$ cat src/rtl/c432_mon_pkg.sv
// Shared types and constants for the c432 response monitor: FSM states,
// response/signature widths, MISR seed and feedback taps.
package c432_mon_pkg;

   typedef enum logic [2:0] {
      IDLE,
      ARMED,
      SETTLE,
      SAMPLE,
      DONE
   } state_t;

   localparam int RESP_W = 7;
   localparam int MISR_W = 16;
   localparam logic [MISR_W-1:0] MISR_SEED = 16'hFFFF;
   // x^16 + x^15 + x^13 + x^4 + 1 -> feedback from bits 15, 14, 12, 3
   localparam logic [MISR_W-1:0] MISR_TAPS = 16'hD008;

   function automatic logic [RESP_W-1:0] pack_resp(input logic       pa,
                                                   input logic       pb,
                                                   input logic       pc,
                                                   input logic [3:0] chan);
      return {pa, pb, pc, chan};
   endfunction

endpackage

$ cat src/rtl/c432_misr.sv
// 16-bit multiple-input signature register folding one 7-bit c432 response
// per enabled cycle; seed load takes priority over compaction.
module c432_misr
   import c432_mon_pkg::*;
(
   input  logic              clk,
   input  logic              rst,
   input  logic              seed_load,
   input  logic              en,
   input  logic [RESP_W-1:0] data,
   output logic [MISR_W-1:0] sig
);

   logic fb;

   assign fb = ^(sig & MISR_TAPS);

   always_ff @(posedge clk or posedge rst) begin
      if (rst) begin
         sig <= '0;
      end else if (seed_load) begin
         sig <= MISR_SEED;
      end else if (en) begin
         sig <= {sig[MISR_W-2:0], fb} ^ {{(MISR_W-RESP_W){1'b0}}, data};
      end
   end

endmodule

$ cat src/rtl/c432_resp_monitor.sv
// Response monitor for the c432 interrupt controller: accepts one vector per
// handshake, waits a settle window, samples and compacts the response.
module c432_resp_monitor
   import c432_mon_pkg::*;
#(
   parameter int SETTLE_CYCLES = 2,
   parameter int CNT_W         = 16
) (
   input  logic              clk,
   input  logic              rst,
   input  logic              start,
   input  logic              vec_valid,
   output logic              vec_ready,
   input  logic              vec_last,
   input  logic              exp_valid,
   input  logic [RESP_W-1:0] exp_resp,
   input  logic              pa,
   input  logic              pb,
   input  logic              pc,
   input  logic [3:0]        chan,
   output logic [MISR_W-1:0] misr,
   output logic [CNT_W-1:0]  vec_count,
   output logic [CNT_W-1:0]  err_count,
   output logic [CNT_W-1:0]  first_err_idx,
   output logic [RESP_W-1:0] first_err_resp,
   output logic              err_seen,
   output logic              busy,
   output logic              done,
   output logic              pass
);

   localparam int SW = (SETTLE_CYCLES > 1) ? $clog2(SETTLE_CYCLES) : 1;

   state_t            state;
   logic [SW-1:0]     settle_cnt;
   logic [RESP_W-1:0] resp;
   logic [RESP_W-1:0] exp_resp_q;
   logic              exp_valid_q;
   logic              last_q;
   logic              accept;
   logic              mismatch;

   function automatic logic [CNT_W-1:0] sat_inc(input logic [CNT_W-1:0] v);
      return (&v) ? v : v + 1'b1;
   endfunction

   assign resp      = pack_resp(pa, pb, pc, chan);
   assign vec_ready = (state == ARMED);
   assign accept    = vec_ready && vec_valid && !start;
   assign mismatch  = exp_valid_q && (resp != exp_resp_q);
   assign busy      = (state != IDLE) && (state != DONE);
   assign done      = (state == DONE);
   assign pass      = done && (err_count == '0);

   c432_misr u_misr (
      .clk       (clk),
      .rst       (rst),
      .seed_load (start),
      .en        ((state == SAMPLE) && !start),
      .data      (resp),
      .sig       (misr)
   );

   // Per-vector expectation captured at the handshake; pure data, no reset.
   always_ff @(posedge clk) begin
      if (accept) begin
         exp_resp_q  <= exp_resp;
         exp_valid_q <= exp_valid;
         last_q      <= vec_last;
      end
   end

   always_ff @(posedge clk or posedge rst) begin
      if (rst) begin
         state          <= IDLE;
         settle_cnt     <= '0;
         vec_count      <= '0;
         err_count      <= '0;
         first_err_idx  <= '0;
         first_err_resp <= '0;
         err_seen       <= 1'b0;
      end else if (start) begin
         state          <= ARMED;
         settle_cnt     <= '0;
         vec_count      <= '0;
         err_count      <= '0;
         first_err_idx  <= '0;
         first_err_resp <= '0;
         err_seen       <= 1'b0;
      end else begin
         case (state)
            ARMED: begin
               if (vec_valid) begin
                  if (SETTLE_CYCLES > 0) begin
                     state      <= SETTLE;
                     settle_cnt <= SW'(SETTLE_CYCLES - 1);
                  end else begin
                     state <= SAMPLE;
                  end
               end
            end
            SETTLE: begin
               if (settle_cnt == '0) begin
                  state <= SAMPLE;
               end else begin
                  settle_cnt <= settle_cnt - 1'b1;
               end
            end
            SAMPLE: begin
               vec_count <= sat_inc(vec_count);
               if (mismatch) begin
                  err_count <= sat_inc(err_count);
                  if (!err_seen) begin
                     first_err_idx  <= vec_count;
                     first_err_resp <= resp;
                     err_seen       <= 1'b1;
                  end
               end
               state <= last_q ? DONE : ARMED;
            end
            IDLE, DONE: state <= state;
            default:    state <= IDLE;
         endcase
      end
   end

endmodule

$ cat config.mk
export PLATFORM = sky130hd
export DESIGN_NAME = c432_resp_monitor
export DESIGN_NICKNAME = d
export VERILOG_FILES = /design/src/rtl/c432_mon_pkg.sv /design/src/rtl/c432_misr.sv /design/src/rtl/c432_resp_monitor.sv
export SDC_FILE = /design/constraint.sdc
export NUM_CORES = 1
export LEC_CHECK = 0
export CAP_MARGIN = 20
export CORE_MARGIN = 3
export CORE_UTILIZATION = 54
export DETAILED_ROUTE_END_ITERATION = 8
export GPL_ROUTABILITY_DRIVEN = 0
export PLACE_DENSITY_LB_ADDON = 0.05
export SETUP_SLACK_MARGIN = 0.5
export SYNTH_ARGS = -nofsm -noshare
export SYNTH_HDL_FRONTEND = slang
export SYNTH_HIERARCHICAL = 1
export SYNTH_SLANG_ARGS = --single-unit
$ cat constraint.sdc
create_clock -name clk -period 5.5 [get_ports clk]
set_input_delay 0.825 -clock clk [delete_from_list [all_inputs] [get_ports clk]]
set_output_delay 0.825 -clock clk [all_outputs]
set_load 0.02 [all_outputs]
==> run_results.csv, run 1 <==
group,metric,value,unit
synth,yosys_warnings,6,
timing,report.final.hold_viol_count,0,
pwr,p_total,1.267,mW
placement,placed_area,5150,um^2
route,vias,3315,
global_route,overflow,0,
synth,synthArstFlopShare,89.41,%
global_route,grt_usage,22.24,%
global_route,antenna_found_initial,0,
timing,period_share,62.04,%
floorplanning,rows,31,
setup_path,worst_ep_arrival_time,2590,ps
final_layout,syn_to_final_growth,29.33,%
route,routedWlPerCell,15.87,um
cts,clk_pin_slew,90,ps
final_layout,nNetsFinal,508,
floorplanning,initial_core_util,56.32,%
floorplanning,die_w,93.67,um
synth,syn_area,4150,um^2
global_route,grt_pass1_wl,15530,um
cts,post_cts_resized,0,
final_layout,mostFrequentLayoutCells,"clkdlybuf4s50_1 (94), dfrtp_1 (76), nor2_1 (48)",
floorplanning,die_h,93.67,um
timing,grt_setup_unrepaired,"false",
setup_path,start_kind,"flop",
route,met1Wirelength,4394,um
placement,dpl_worst_slack,2242,ps
timing,final.setup_skew,12.92,ps
final_layout,drive_gt1_share,8.367,%
setup_path,crit_type,"flop to output pin",
floorplanning,die_area,8773,um^2
cts,cts_setup_buffers,0,
route,drtIter0Drc,180,
final_layout,num_antenna_cells,0,
route,dr.pass1.iters,4,
min_path,hp-class,"flop to flop",
synth,syn_inst,392,
cts,worst_skew_pair.late_latency,350,ps
cts,numCtsBuffers,9,
cts,clockBufferDepth,2,
global_route,grt_start_max_net_pins,51,
timing,final.min_clock_period,3412,ps
timing,final-setup-viol-count,0,
timing,clock.fmax,0.2931,GHz
pwr,powerDensity,236.0,nW/um^2
timing,fin_ws,2088,ps
route,drtAntennaViolNets,0,
timing,finalSetupTns,0,ps
pwr,pwr-share-seq,52.1,%
synth,synthFlopType,"dfrtp_1",
route,met2WireLength,4409,um
global_route,grt_pass1_vias,3164,
cts,htreeDepth,3,
placement,io_buffer_count,95,
pwr,internal_power,0.9612,mW
outcome,outcome,"completed",
cts,tritoncts,"yes",
cts,cts_hold_buf,0,
final_layout,design_area,5368,um^2
timing,slew_viol_final,0,
pwr,p_clk_share,37.9,%
synth,synth-seq-cells,85,
cts,clock-root-buffer,"clkbuf_8",
final_layout,filler_cell_count,563,
synth,synth_edf_count,9,
synth,syn_nets,415,
route,routed_wl,9350,um
timing,worst_pin_slew,1030,ps
synth,ys_seq_area_share,52.34,%
route,wl_met3,374,um
pwr,p_comb_share,10.0,%
pwr,ir_drop,0.0001496,V
pwr,power_leakage,2.212,nW
setup_path,cp_max_fo,8,
pwr,switchingPower,0.3055,mW
setup_path,cp_data_required_time,4680,ps
floorplanning,ios,96,
route,routed_via_density,5.628,
timing,slew_headroom,31.04,%
cts,clock-sinks,85,
floorplanning,core,7370,um^2
setup_path,endpoint_kind,"output pin",
final_layout,layout_commonest_cell,"clkdlybuf4s50_1",
flow_run,max-cap-violations,0,
pwr,netSwitchingFraction,24.12,%
route,drc,0,
route,top_layer_used,"met4",
synth,synthDistinctLibCells,54,
placement,hpwl,6527,um
synth,avgSynthCellArea,10.59,um^2
[state kept, by name, summed over array words and instances (netlist names), 3 cells and up]
signal,count
exp_resp_q,7
first_err_idx,16
u_misr/sig,16
first_err_resp,7
vec_count,16
state,3
err_count,16
[cell families after synthesis]
| group | count (synthesis) | synth area share (%) |
|---|---|---|
| multiplexers | 26 | 6.331 |
| adder cells (fa/ha/maj) | 3 | 0.9045 |
| AND/OR/NAND/NOR | 150 | 19.72 |
| flip-flops | 85 | 52.34 |
| AO/OA/AOI/OAI | 75 | 12.15 |
| XOR/XNOR | 21 | 4.763 |
| buffers and inverters | 32 | 3.798 |
[cells in the mapped netlist (all sizes together), types with 6 or more instances]
cell type / instances / area [um^2]
clkbuf: 9 / 33.78
inv: 15 / 56.30
buf: 8 / 67.55
or3: 8 / 50.05
xnor2: 20 / 175.2
dfrtp: 76 / 1902
o31ai: 12 / 90.09
nand3: 14 / 75.07
nor2: 48 / 180.2
or4: 13 / 101.4
nor4: 6 / 52.55
nand4: 8 / 50.05
nand2: 14 / 52.55
edfxtp: 9 / 270.3
o21ai: 11 / 55.05
mux2i: 24 / 240.2
or2: 10 / 62.56
a21oi: 29 / 145.1
a211o: 9 / 81.33
[area by class of cell]
| type | count | area, um^2 | share of cell area, % |
|---|---|---|---|
| Clock buffer | 10 | 127.6 | 2.378 |
| Clock inverter | 6 | 85.08 | 1.585 |
| Inverter | 15 | 56.30 | 1.049 |
| Multi-Input combinational cell | 275 | 1829 | 34.08 |
| Sequential cell | 85 | 2172 | 40.47 |
| Tap cell | 99 | 123.9 | 2.308 |
| Timing Repair Buffer | 99 | 973.4 | 18.14 |
[final timing paths]
path,start,to,slack (ps),cells after the start
worst min-delay path,u_misr/sig[8],u_misr/sig[9],520,1
worst min register to register,u_misr/sig[8],u_misr/sig[9],520,1
min in group asynchronous,rst,first_err_idx[0],840,2
max in group asynchronous,rst,err_count[4],3790,3
worst max register to register,state[2],err_count[14],3250,5
worst max-delay path,state[0],pass,2090,6
[stage by stage]
step | hold slack (ps) | util, % | instances
after floorplan | 485.3 | - | 392
after global placement | 484.4 | 69.88 | 572
after detailed placement | 499.7 | 69.88 | 572
after CTS | 520.7 | 72.77 | 588
after global routing | 540.6 | 72.84 | 589
final | 517.0 | 72.84 | 589
[worst max-delay path, cell delays in order, from the launching register on]
cell and delay, ps:
dfrtp_1 460, or2_2 330, nor2_1 260, nand4_1 130, nor4_1 250, and3_1 210
clkdlybuf4s50_1 600
[per-layer routing]
metal,up-vias,GRT usage (%)
met5,-,0
met4,0,8.424
met3,13,3.606
met2,84,34.48
met1,1611,31.63
li1,1607,-
[power by group through the flow]
stage	clock network, mW	registers [mW]	logic, mW
floorplan	0	0.679	0.0677
global placement	0	0.672	0.124
detailed placement	0	0.673	0.127
CTS	0.489	0.660	0.127
global route	0.516	0.662	0.138
finish	0.480	0.660	0.126
No activity file was read; power rests on OpenSTA's default activity.
==> inputs of run 2 (changes only) <==
--- a/config.mk
+++ b/config.mk
@@ -7,7 +7,7 @@
 export LEC_CHECK = 0
 export CAP_MARGIN = 20
 export CORE_MARGIN = 3
-export CORE_UTILIZATION = 54
+export CORE_UTILIZATION = 50
 export DETAILED_ROUTE_END_ITERATION = 8
 export GPL_ROUTABILITY_DRIVEN = 0
 export PLACE_DENSITY_LB_ADDON = 0.05
==> constraint.sdc (replaced) <==
create_clock -name clk -period 3.25 [get_ports clk]
set_input_delay 0.4875 -clock clk [delete_from_list [all_inputs] [get_ports clk]]
set_output_delay 0.4875 -clock clk [all_outputs]
set_load 0.02 [all_outputs]
==> run 2 against run 1 <==
Net effect:
- clock skew is 1.3 ps lower
- cell area up 1.6%
- power up 78%
- non-clock buffer count is 5 higher
- first-iteration DRC count down 17%
- sequential power grew 70%
- largest power group unchanged
==> run_results.csv, run 2 (synthesized netlist as in run 1, its figures left out) <==
group,metric,value,unit
timing,clock.fmax,0.4048,GHz
timing,worst_pin_slew,631.1,ps
cts,clk_pin_slew,100,ps
min_path,hp-class,"flop to flop",
floorplanning,die_w,97.11,um
route,drc,0,
global_route,grt_pass1_wl,16620,um
pwr,powerDensity,412.8,nW/um^2
setup_path,crit_type,"flop to output pin",
timing,holdWs,519.3,ps
floorplanning,ios,96,
placement,io_buffer_count,95,
final_layout,final_cell_count_no_fill,597,
final_layout,final_util,69.16,%
route,routedWlPerCell,16.48,um
cts,clock-root-buffer,"clkbuf_8",
global_route,overflow,0,
timing,final.setup_skew,11.65,ps
outcome,outcome,"completed",
route,vias,3435,
final_layout,syn_to_final_growth,31.44,%
final_layout,nNetsFinal,513,
setup_path,cp_slowest_stage_delay,460,ps
route,routed_via_density,5.754,
timing,grt_setup_unrepaired,"false",
pwr,p_total,2.252,mW
timing,report.final.hold_viol_count,0,
placement,hpwl,6852,um
setup_path,start_kind,"flop",
cts,worst_skew_pair.late_latency,360,ps
final_layout,num_antenna_cells,0,
final_layout,filler_cell_count,628,
route,dr.pass1.iters,6,
global_route,antenna_found_initial,0,
route,drtAntennaViolNets,0,
global_route,grt_pass1_vias,3328,
placement,dpl_worst_slack,639.5,ps
placement,dp.cells,580,
pwr,ir_drop,0.0002615,V
global_route,grt_usage,21.35,%
floorplanning,die_area,9429,um^2
timing,period_share,76.02,%
global_route,grt_start_max_net_pins,33,
final_layout,drive_gt1_share,9.899,%
floorplanning,core,7888,um^2
setup_path,path_cells,"or2_2 -> nor2_2 -> nand4_1 -> nor4_1 -> and3_1 -> clkbuf_2",
setup_path,path_delay_family,"simple AND/OR/NAND/NOR gates",
floorplanning,initial_core_util,52.62,%
final_layout,seq_area,2172,um^2
timing,final-setup-viol-count,0,
cts,tritoncts,"yes",
setup_path,crit_slowest_cell,"dfrtp_1",
route,drtIter0Drc,150,
setup_path,endpoint_kind,"output pin",
final_layout,mostFrequentLayoutCells,"clkdlybuf4s50_1 (93), dfrtp_1 (76), nor2_1 (47)",
setup_path,cp_data_required_time,2760,ps
pwr,power_leakage,2.255,nW
setup_path,worst_ep_arrival_time,1980,ps
final_layout,multi_input_area,1832,um^2
cts,numCtsBuffers,9,
cts,clock-sinks,85,
route,routed_wl,9839,um
timing,slew_viol_final,0,
setup_path,cp_max_fo,8,
timing,final.min_clock_period,2471,ps
setup_path,path_buf_inv,1,
cts,htreeDepth,3,
timing,finalSetupTns,0,ps
floorplanning,die_h,97.11,um
timing,fin_ws,779.5,ps
flow_run,max-cap-violations,0,
cts,clockBufferDepth,2,
final_layout,design_area,5455,um^2
timing,slew_headroom,57.87,%
final_layout,layout_commonest_cell,"clkdlybuf4s50_1",
floorplanning,rows,32,
placement,placed_area,5204,um^2
run 2: routing by layer:
metal / vias to the layer above / global-route usage (%) / part of all wire, %
met5: - / 0 / 0
met4: 0 / 6.803 / 0.99
met3: 8 / 3.948 / 5.5
met2: 113 / 34.50 / 49
met1: 1695 / 29.31 / 44
li1: 1619 / - / -
run 2: power by group:
part	leakage (nW)	internal (mW)	switching [mW]	total, mW
logic	1.07	0.100	0.119	0.220
clock network	0.125	0.494	0.421	0.914
registers	1.06	1.10	0.0224	1.12
run 2: cell type report:
cell class	instances	share of cell area (%)
Multi-Input combinational cell	275	33.58
Sequential cell	85	39.82
Inverter	15	1.032
Tap cell	102	2.339
Timing Repair Buffer	104	18.72
Clock buffer	10	2.729
Clock inverter	6	1.789
run 2: worst paths after layout:
check,start,end,slack (ps),cells past startpoint
hold / removal,u_misr/sig[7],u_misr/sig[8],520,1
setup reg to reg,vec_count[0],vec_count[7],1010,6
max in group asynchronous,rst,vec_count[10],2000,3
hold reg to reg,u_misr/sig[7],u_misr/sig[8],520,1
setup / recovery,state[0],pass,780,6
min in group asynchronous,rst,u_misr/sig[10],550,2
run 2: timing repair:
action,in CTS,in global routing
setup endpoints to repair,1,1
gates resized for setup,1,3
hold buffers,0,0
buffers inserted,0,0
